## src/rtl/mod_mul_barrett.sv

```systemverilog
// Modular multiplier (a*b) mod Q using Barrett reduction, three-stage
// valid/ready pipeline with a sideband tag carried alongside each operand pair.
// Stage 1: product, stage 2: quotient estimate, stage 3: correction and output.

`ifndef DWIDTH
`define DWIDTH 12
`endif
`ifndef KYBER_Q
`define KYBER_Q 3329
`endif

module mod_mul_barrett #(
    parameter int TAG_W = 8
) (
    input  logic               clk,
    input  logic               rst_n,
    input  logic               in_valid,
    output logic               in_ready,
    input  logic [`DWIDTH-1:0] a,
    input  logic [`DWIDTH-1:0] b,
    input  logic [TAG_W-1:0]   in_tag,
    output logic               out_valid,
    input  logic               out_ready,
    output logic [`DWIDTH-1:0] out,
    output logic [TAG_W-1:0]   out_tag
);

    localparam int DW    = `DWIDTH;
    localparam int Q     = `KYBER_Q;
    localparam int P_W   = 2 * DW;               // full product width
    localparam int SHIFT = P_W;                  // Barrett shift k
    localparam int M     = (1 << SHIFT) / Q;     // floor(2^k / Q)
    localparam int M_W   = $clog2(M + 1);
    localparam int PM_W  = P_W + M_W;            // exact width of p*M
    localparam int T_W   = PM_W - SHIFT;         // quotient estimate width
    localparam int R_W   = DW + 2;               // holds a remainder below 3*Q

    localparam logic [PM_W-1:0] M_L = PM_W'(M);
    localparam logic [P_W-1:0]  Q_P = P_W'(Q);
    localparam logic [R_W-1:0]  Q_R = R_W'(Q);

    // Single advance enable: the whole pipe moves unless the output is stalled.
    logic en;
    assign en       = !out_valid || out_ready;
    assign in_ready = en;

    // Stage registers
    logic             v1, v2;
    logic [P_W-1:0]   p1, p2;
    logic [T_W-1:0]   t2;
    logic [TAG_W-1:0] tag1, tag2;

    // Combinational datapath between stages
    logic [T_W-1:0] t_next;
    logic [P_W-1:0] tq;
    logic [R_W-1:0] r0, r1;
    logic [DW-1:0]  out_next;

    // Quotient estimate from stage 1; remainder and two corrections from stage 2.
    // NOTE: always_comb uses blocking '=' so each line sees the previous result;
    // every variable is assigned on every path so no latch can be inferred.
    always_comb begin
        t_next   = T_W'((PM_W'(p1) * M_L) >> SHIFT);
        tq       = P_W'(t2) * Q_P;
        // t never exceeds floor(p/Q), so p - t*Q is non-negative and below 3*Q.
        r0       = R_W'(p2 - tq);
        r1       = (r0 >= Q_R) ? (r0 - Q_R) : r0;
        out_next = DW'((r1 >= Q_R) ? (r1 - Q_R) : r1);
    end

    // Valid bits and the output register: cleared asynchronously so the
    // pipe looks empty the moment reset asserts.
    // NOTE: state updates use non-blocking '<=' so all stages sample the
    // pre-edge values and shift together.
    always_ff @(posedge clk or negedge rst_n) begin
        if (!rst_n) begin
            v1        <= 1'b0;
            v2        <= 1'b0;
            out_valid <= 1'b0;
            out       <= '0;
            out_tag   <= '0;
        end else if (en) begin
            v1        <= in_valid;
            v2        <= v1;
            out_valid <= v2;
            out       <= out_next;
            out_tag   <= tag2;
        end
    end

    // Internal data registers advance with the valid bits; bubbles carry
    // whatever data happens to be on the inputs, which is never observed.
    // NOTE: these are deliberately left without reset: their contents only
    // matter when the matching valid bit is set, and that bit is reset.
    always_ff @(posedge clk) begin
        if (en) begin
            p1   <= P_W'(a) * P_W'(b);
            tag1 <= in_tag;
            p2   <= p1;
            t2   <= t_next;
            tag2 <= tag1;
        end
    end

endmodule
```

## config.mk

```make
export PLATFORM = sky130hd
export DESIGN_NAME = mod_mul_barrett
export DESIGN_NICKNAME = d
export VERILOG_FILES = /design/src/rtl/mod_mul_barrett.sv
export SDC_FILE = /design/constraint.sdc
export NUM_CORES = 1
export LEC_CHECK = 0
export CAP_MARGIN = 15
export CORE_MARGIN = 3
export CORE_UTILIZATION = 40
export DETAILED_ROUTE_END_ITERATION = 6
export GPL_TIMING_DRIVEN = 0
export SETUP_SLACK_MARGIN = 0.2
export SYNTH_ARGS = -nofsm -noshare
export SYNTH_HDL_FRONTEND = slang
export SYNTH_SLANG_ARGS = --single-unit
export TNS_END_PERCENT = 1
```

## constraint.sdc

```tcl
create_clock -name clk -period 5.5 [get_ports clk]
set_input_delay 1.1 -clock clk [delete_from_list [all_inputs] [get_ports clk]]
set_output_delay 1.1 -clock clk [all_outputs]
set_load 0.05 [all_outputs]
```

==> results.yml, run 1 <==
run_status:
  status: "finished, violations left"
  violations: "negative setup slack"
timing:
  hold_viol: 0
  worst_pin_slew_ns: 1.049
  setup_viol: 26
  period_share_pct: 112.7
  final.min_clock_period_ns: 6.199
  slew_headroom_pct: 29.82
  skew_ns: 0.01118
  rsz0062_at_grt: "true"
  maxSlewViolCount: 0
  max_freq_mhz: 161.3
  setup_slack_ns: -0.6992
critical_path:
  crit_path_start_kind: "flip-flop"
  end_kind: "flip-flop"
  crit_required_ns: 5.60
  crit_family: "adder cells"
  crit_path_top_delay_cell: "fa_1"
  crit_path_frequent_cell: "fa_1"
  path_buf_inv: 3
  critical_path_class: "reg -> reg"
  crit_fanout: 4
  crit_chain: "buf_4 > fa_1 > fa_1 > inv_1 > fa_1 > fa_1 > inv_1 > fa_1 > ha_1 > a211o_1 > a211oi_2 > nor4_2 > a21oi_2 > nor2b_2 > a31o_4 > o41a_1 > a21o_1 > a211oi_2 > o41ai_2 > xor2_1"
  worstPathArrival_ns: 6.30
  slowest_delay_ns: 0.55
place:
  io_buffers: 57
  dp_hpwl_um: 24620
  dp.cells: 1966
  routabilityCongestion: 0.8578
hold_path:
  hold_class: "reg -> reg"
clock_network:
  cts_max_path_buffers: 2
  htree_levels: 3
  cts_buffers: 9
  cts_sinks: 90
  cts_tree: "yes"
  clockRootBuffer: "clkbuf_16"
  clkTransAtPathRegs_ns: 0.07
  clkLatencyLatePin_ns: 0.36
route:
  routed_wl_um: 29890
  drt_iter0_drc: 233
  via_count: 9967
  drt_pass1_iterations: 4
  route.detailed.vias_per_inst: 4.879
  drc: 0
  wire_per_inst_um: 14.63
  ant_nets: 0
synthesis:
  synth_nets: 1945
  synth_flop_cell: "edfxtp_1"
  ys_seq_area_share_pct: 17.54
  syn_inst: 1446
  synth-edff-count: 67
  ys_types: 78
  avgSynthCellArea_um2: 10.20
  syn-cell-area_um2: 14760
  ys_warn_count: 0
  synth-async-reset-ratio_pct: 25.56
  ys_ff_latch: 90
floorplanning:
  initial_core_util_pct: 40.99
  die-height_um: 198.1
  dieArea_um2: 39230
  die_w_um: 198.1
  coreArea_um2: 36000
  row_count: 69
  ios: 58
cells_and_area:
  fillCellCount: 3306
  areaGrowthSynthToFinish_pct: 17.77
  final_common_cell: "inv_1"
  antennaDiodeCount: 0
  nNetsFinal: 2076
  mostFrequentLayoutCells: "inv_1 (312), fa_1 (231), ha_1 (213), nand2_1 (140), edfxtp_1 (67)"
  final_cells: 2043
  drive_above_1_share_pct: 13.27
job:
  maxCapViolCount: 0
grt:
  antenna_found_initial: 0
  grt_pass1_vias: 10980
  grt_overflow: 0
  track_usage_pct: 16.12
  grt_pass1_wl_um: 51450
  grt_max_degree: 28
==> synth_stat cells, types with 3 or more instances <==
cell      count  area share [%]
o21ai_1      10            0.34
ha_1        227              19
a21o_1       10            0.51
nand2b_1      4            0.17
a211oi_1      8            0.41
nand3_1       9            0.31
and3_1        3            0.13
a21oi_1      28            0.95
o21a_1       12            0.61
nor2b_1       4            0.17
fa_1        236              32
nor3_1       19            0.64
and2_1       54             2.3
nand2_1     148             3.8
nor4_1        3            0.13
xnor2_1      49             2.9
mux2i_1       3            0.20
a211o_1       4            0.24
a41o_1        4            0.27
o21ai_0      21            0.71
edfxtp_1     67              14
nor2_1       51             1.3
or2_2         3            0.13
o211ai_1      6            0.31
xor2_1       19             1.1
clkbuf_1     27            0.69
dfrtp_1      23             3.9
o31ai_1       4            0.20
nand4_1       3            0.13
a31o_2        3            0.18
or3_1         4            0.17
o41a_1        3            0.23
inv_1       317             8.1
o31a_1        4            0.24
nand3b_1      3            0.15
==> what timing repair did <==
action / CTS / global route
cloned: 1 / 0
setup endpoints to repair: 36 / 36
hold buffers: 0 / 0
buffers inserted: 44 / 16
pin swaps: 32 / 43
gates resized for setup: 60 / 83
==> metrics by stage <==
step	util (%)	setup TNS (ns)	area (um^2)	hold slack, ns	setup slack, ns
after floorplan	-	-4.576	15110	0.4003	-0.4398
after global placement	45.15	-28.01	16250	0.4057	-1.847
after detailed placement	45.26	-27.44	16290	0.4075	-1.426
after CTS	47.50	-10.23	17100	0.4255	-0.7477
after global routing	48.27	-15.29	17380	0.4301	-0.9237
final	48.27	-8.170	17380	0.4234	-0.6992
==> worst paths after layout <==
path,start,to,slack (ns),cells after the start
max,p1[14],t2[12],-0.70,20
min,tag1[7],tag2[7],0.42,0
max reg2reg,p1[14],t2[12],-0.70,20
min reg2reg,tag1[7],tag2[7],0.42,0
max in group asynchronous,rst_n,out_tag[5],3.55,1
min in group asynchronous,rst_n,out[11],1.31,1
==> routing by layer <==
layer	track usage, %	vias up	part of all wire, %
li1	-	4861	-
met1	19.61	4926	43
met2	30.29	129	52
met3	1.565	51	2.1
met4	4.640	0	2.6
met5	0	-	0
==> logic make-up after synthesis <==
logic type,after synthesis,share of synthesized area (%)
compound gates,149,7.471
buf+inv,349,8.946
simple gates,322,10.31
xor+xnor,69,4.189
mux,4,0.2798
fa+ha+maj,463,51.27
flops,90,17.54
==> worst reg2reg max path, cell delays in order, from the launching register on <==
cell	delay, ns
edfxtp_1	0.47
buf_4	0.18
fa_1	0.51
fa_1	0.51
inv_1	0.06
fa_1	0.49
fa_1	0.55
inv_1	0.06
fa_1	0.43
ha_1	0.30
a211o_1	0.35
a211oi_2	0.27
nor4_2	0.10
a21oi_2	0.22
nor2b_2	0.08
a31o_4	0.23
o41a_1	0.33
a21o_1	0.23
a211oi_2	0.28
o41ai_2	0.12
xor2_1	0.15
==> sequential cells by signal, summed over array words and instances, names as in the netlist <==
signal and cells:
out_valid 1, out 12, v1 1, tag2 8
out_tag 8, p2 14, t2 13, v2 1
p1 24, tag1 8
==> cell type report <==
cell class / instances / area [um^2] / share of cell area, %
multi-input cells: 1007 / 11250 / 64.75
flip-flops and latches: 90 / 2587 / 14.89
inverters: 318 / 1194 / 6.869
repair buffers: 120 / 1062 / 6.113
well taps: 461 / 576.8 / 3.319
plain buffers: 31 / 412.9 / 2.376
clock buffers: 9 / 225.2 / 1.296
clock inverters: 7 / 67.56 / 0.3888
Power of run 1 is left out: the tool's default activity adds up to more than one toggle a clock period on the data nets, which glitch-free logic cannot reach.
==> run 2: changes to the inputs <==
CORE_UTILIZATION = 50   (was 40)
GPL_ROUTABILITY_DRIVEN = 0   (was unset)
PLACE_DENSITY = 0.7   (was unset)
REMOVE_ABC_BUFFERS = 1   (was unset)
==> results.yml, run 2 (synthesized netlist as in run 1, its figures left out) <==
timing:
  skew_ns: 0.01463
  final.min_clock_period_ns: 6.344
  hold-worst-slack_ns: 0.4213
  max_freq_mhz: 157.6
  maxSlewViolCount: 0
  slew_headroom_pct: 35.51
  period_share_pct: 115.3
  setup_viol: 26
  fin_setup_tns_ns: -9.553
  setup_slack_ns: -0.8441
  worst_pin_slew_ns: 0.9630
  rsz0062_at_grt: "true"
  hold_viol: 0
critical_path:
  r2r-end: "t2[10]"
  reg2reg_depth: 21
  cp-startpoint: "p1[14]"
  crit_required_ns: 5.60
  cp-endpoint: "t2[10]"
  r2r_slack_ns: -0.84
  reg2reg_from: "p1[14]"
  worstPathArrival_ns: 6.45
  crit_path_start_kind: "flip-flop"
  crit_fanout: 5
  end_kind: "flip-flop"
  critical_path_class: "reg -> reg"
cells_and_area:
  antennaDiodeCount: 0
  nNetsFinal: 2024
  fillCellCount: 2450
  final_cells: 1914
  regMostFlops: "p1"
  final_common_cell: "inv_1"
  areaGrowthSynthToFinish_pct: 12.08
  reg.largest.list: "p1: 24 flops, p2: 14 flops, t2: 13 flops"
  largest_register_ffs: 24
  drive_above_1_share_pct: 9.020
  mostFrequentLayoutCells: "inv_1 (314), fa_1 (234), ha_1 (223), nand2_1 (147), edfxtp_1 (67)"
clock_network:
  clkTransAtPathRegs_ns: 0.07
  clockRootBuffer: "clkbuf_16"
  clkLatencyLatePin_ns: 0.36
  htree_levels: 3
  cts_max_path_buffers: 2
  cts_tree: "yes"
  cts_buffers: 9
  cts_sinks: 90
route:
  drt_iter0_drc: 553
  ant_nets: 0
  wire_per_inst_um: 14.67
  drc: 0
  via_count: 9880
  drt_pass1_iterations: 5
  route.detailed.vias_per_inst: 5.162
  routed_wl_um: 28070
place:
  dp.cells: 1857
  io_buffers: 57
  pre_cts_slack_ns: -1.940
  dp_hpwl_um: 22600
hold_path:
  hold_depth: 0
  hold_class: "reg -> reg"
floorplanning:
  dieArea_um2: 31610
  ios: 58
  row_count: 62
  die_w_um: 177.8
  initial_core_util_pct: 51.13
  die-height_um: 177.8
  coreArea_um2: 28860
run_status:
  status: "finished, violations left"
  violations: "negative setup slack"
grt:
  grt_overflow: 0
  grt_max_degree: 68
  grt_pass1_wl_um: 49090
  track_usage_pct: 19.09
  grt_pass1_vias: 10670
  antenna_found_initial: 0
job:
  maxCapViolCount: 0
[run 2: cell count changes in the layout (fill, tap and decap cells not counted), moves of 7 or more]
cell,change
ha_1,+10
clkbuf_8,-8
dlymetal6s2s_1,-11
nand2_1,+7
clkbuf_2,-8
buf_4,-18
[run 2: metal layers]
metal | share of wire, % | global-route usage (%) | vias up
met5 | 0 | 0 | -
li1 | - | - | 4760
met3 | 2.6 | 1.968 | 29
met1 | 42 | 23.51 | 4940
met4 | 1.2 | 4.090 | 0
met2 | 54 | 36.04 | 151
[run 2: area by class of cell]
class                      instances  area [um^2]  area share, %
clock buffer                       9        225.2          1.362
sequential                        90         2587          15.65
inverter                         318         1199          7.248
tap                              384        480.5          2.905
timing repair buffer              99        907.1          5.485
multi-input combinational       1007        11060          66.89
clock inverter                     7        76.32         0.4615
[run 2: worst min-delay path by stage]
| stage | startpoint | to | slack (ns) |
|---|---|---|---|
| final | tag1[0] | tag2[0] | 0.42 |
| after global routing | tag1[0] | tag2[0] | 0.43 |
| after CTS | tag1[0] | tag2[0] | 0.42 |
| after detailed placement | tag1[0] | tag2[0] | 0.41 |
| after global placement | tag1[4] | tag2[4] | 0.40 |
| after floorplan | tag1[0] | tag2[0] | 0.40 |
[run 2: critical path, cell delays in order (launching register included)]
cell and delay (ns):
edfxtp_1 0.50, fa_1 0.57, fa_1 0.53, inv_1 0.07, fa_1 0.48, fa_1 0.55, inv_1 0.05, fa_1 0.43
ha_1 0.30, a21o_1 0.18, a211o_1 0.32, a211oi_2 0.27, nor4_1 0.09, a21oi_2 0.18, nor2b_2 0.08, a31o_4 0.23
o41a_1 0.40, a21o_1 0.25, buf_4 0.16, a211oi_4 0.22, o21ba_2 0.16, xnor2_1 0.06
[run 2: timing repair]
| item | 4_1_cts | 5_1_grt |
|---|---|---|
| hold buffers | 0 | 0 |
| gates resized for setup | 122 | 43 |
| setup buffers | 27 | 13 |
| endpoints found under the setup margin | 38 | 35 |
| pin swaps | 11 | 28 |
[run 2: per-stage QoR]
stage	util [%]	area, um^2
3_5_place_dp	54.45	15710
3_3_place_gp	54.34	15680
6_report	57.31	16540
5_1_grt	57.31	16540
2_1_floorplan	-	14630
4_1_cts	56.38	16270
Power of run 2 is left out for the same reason.
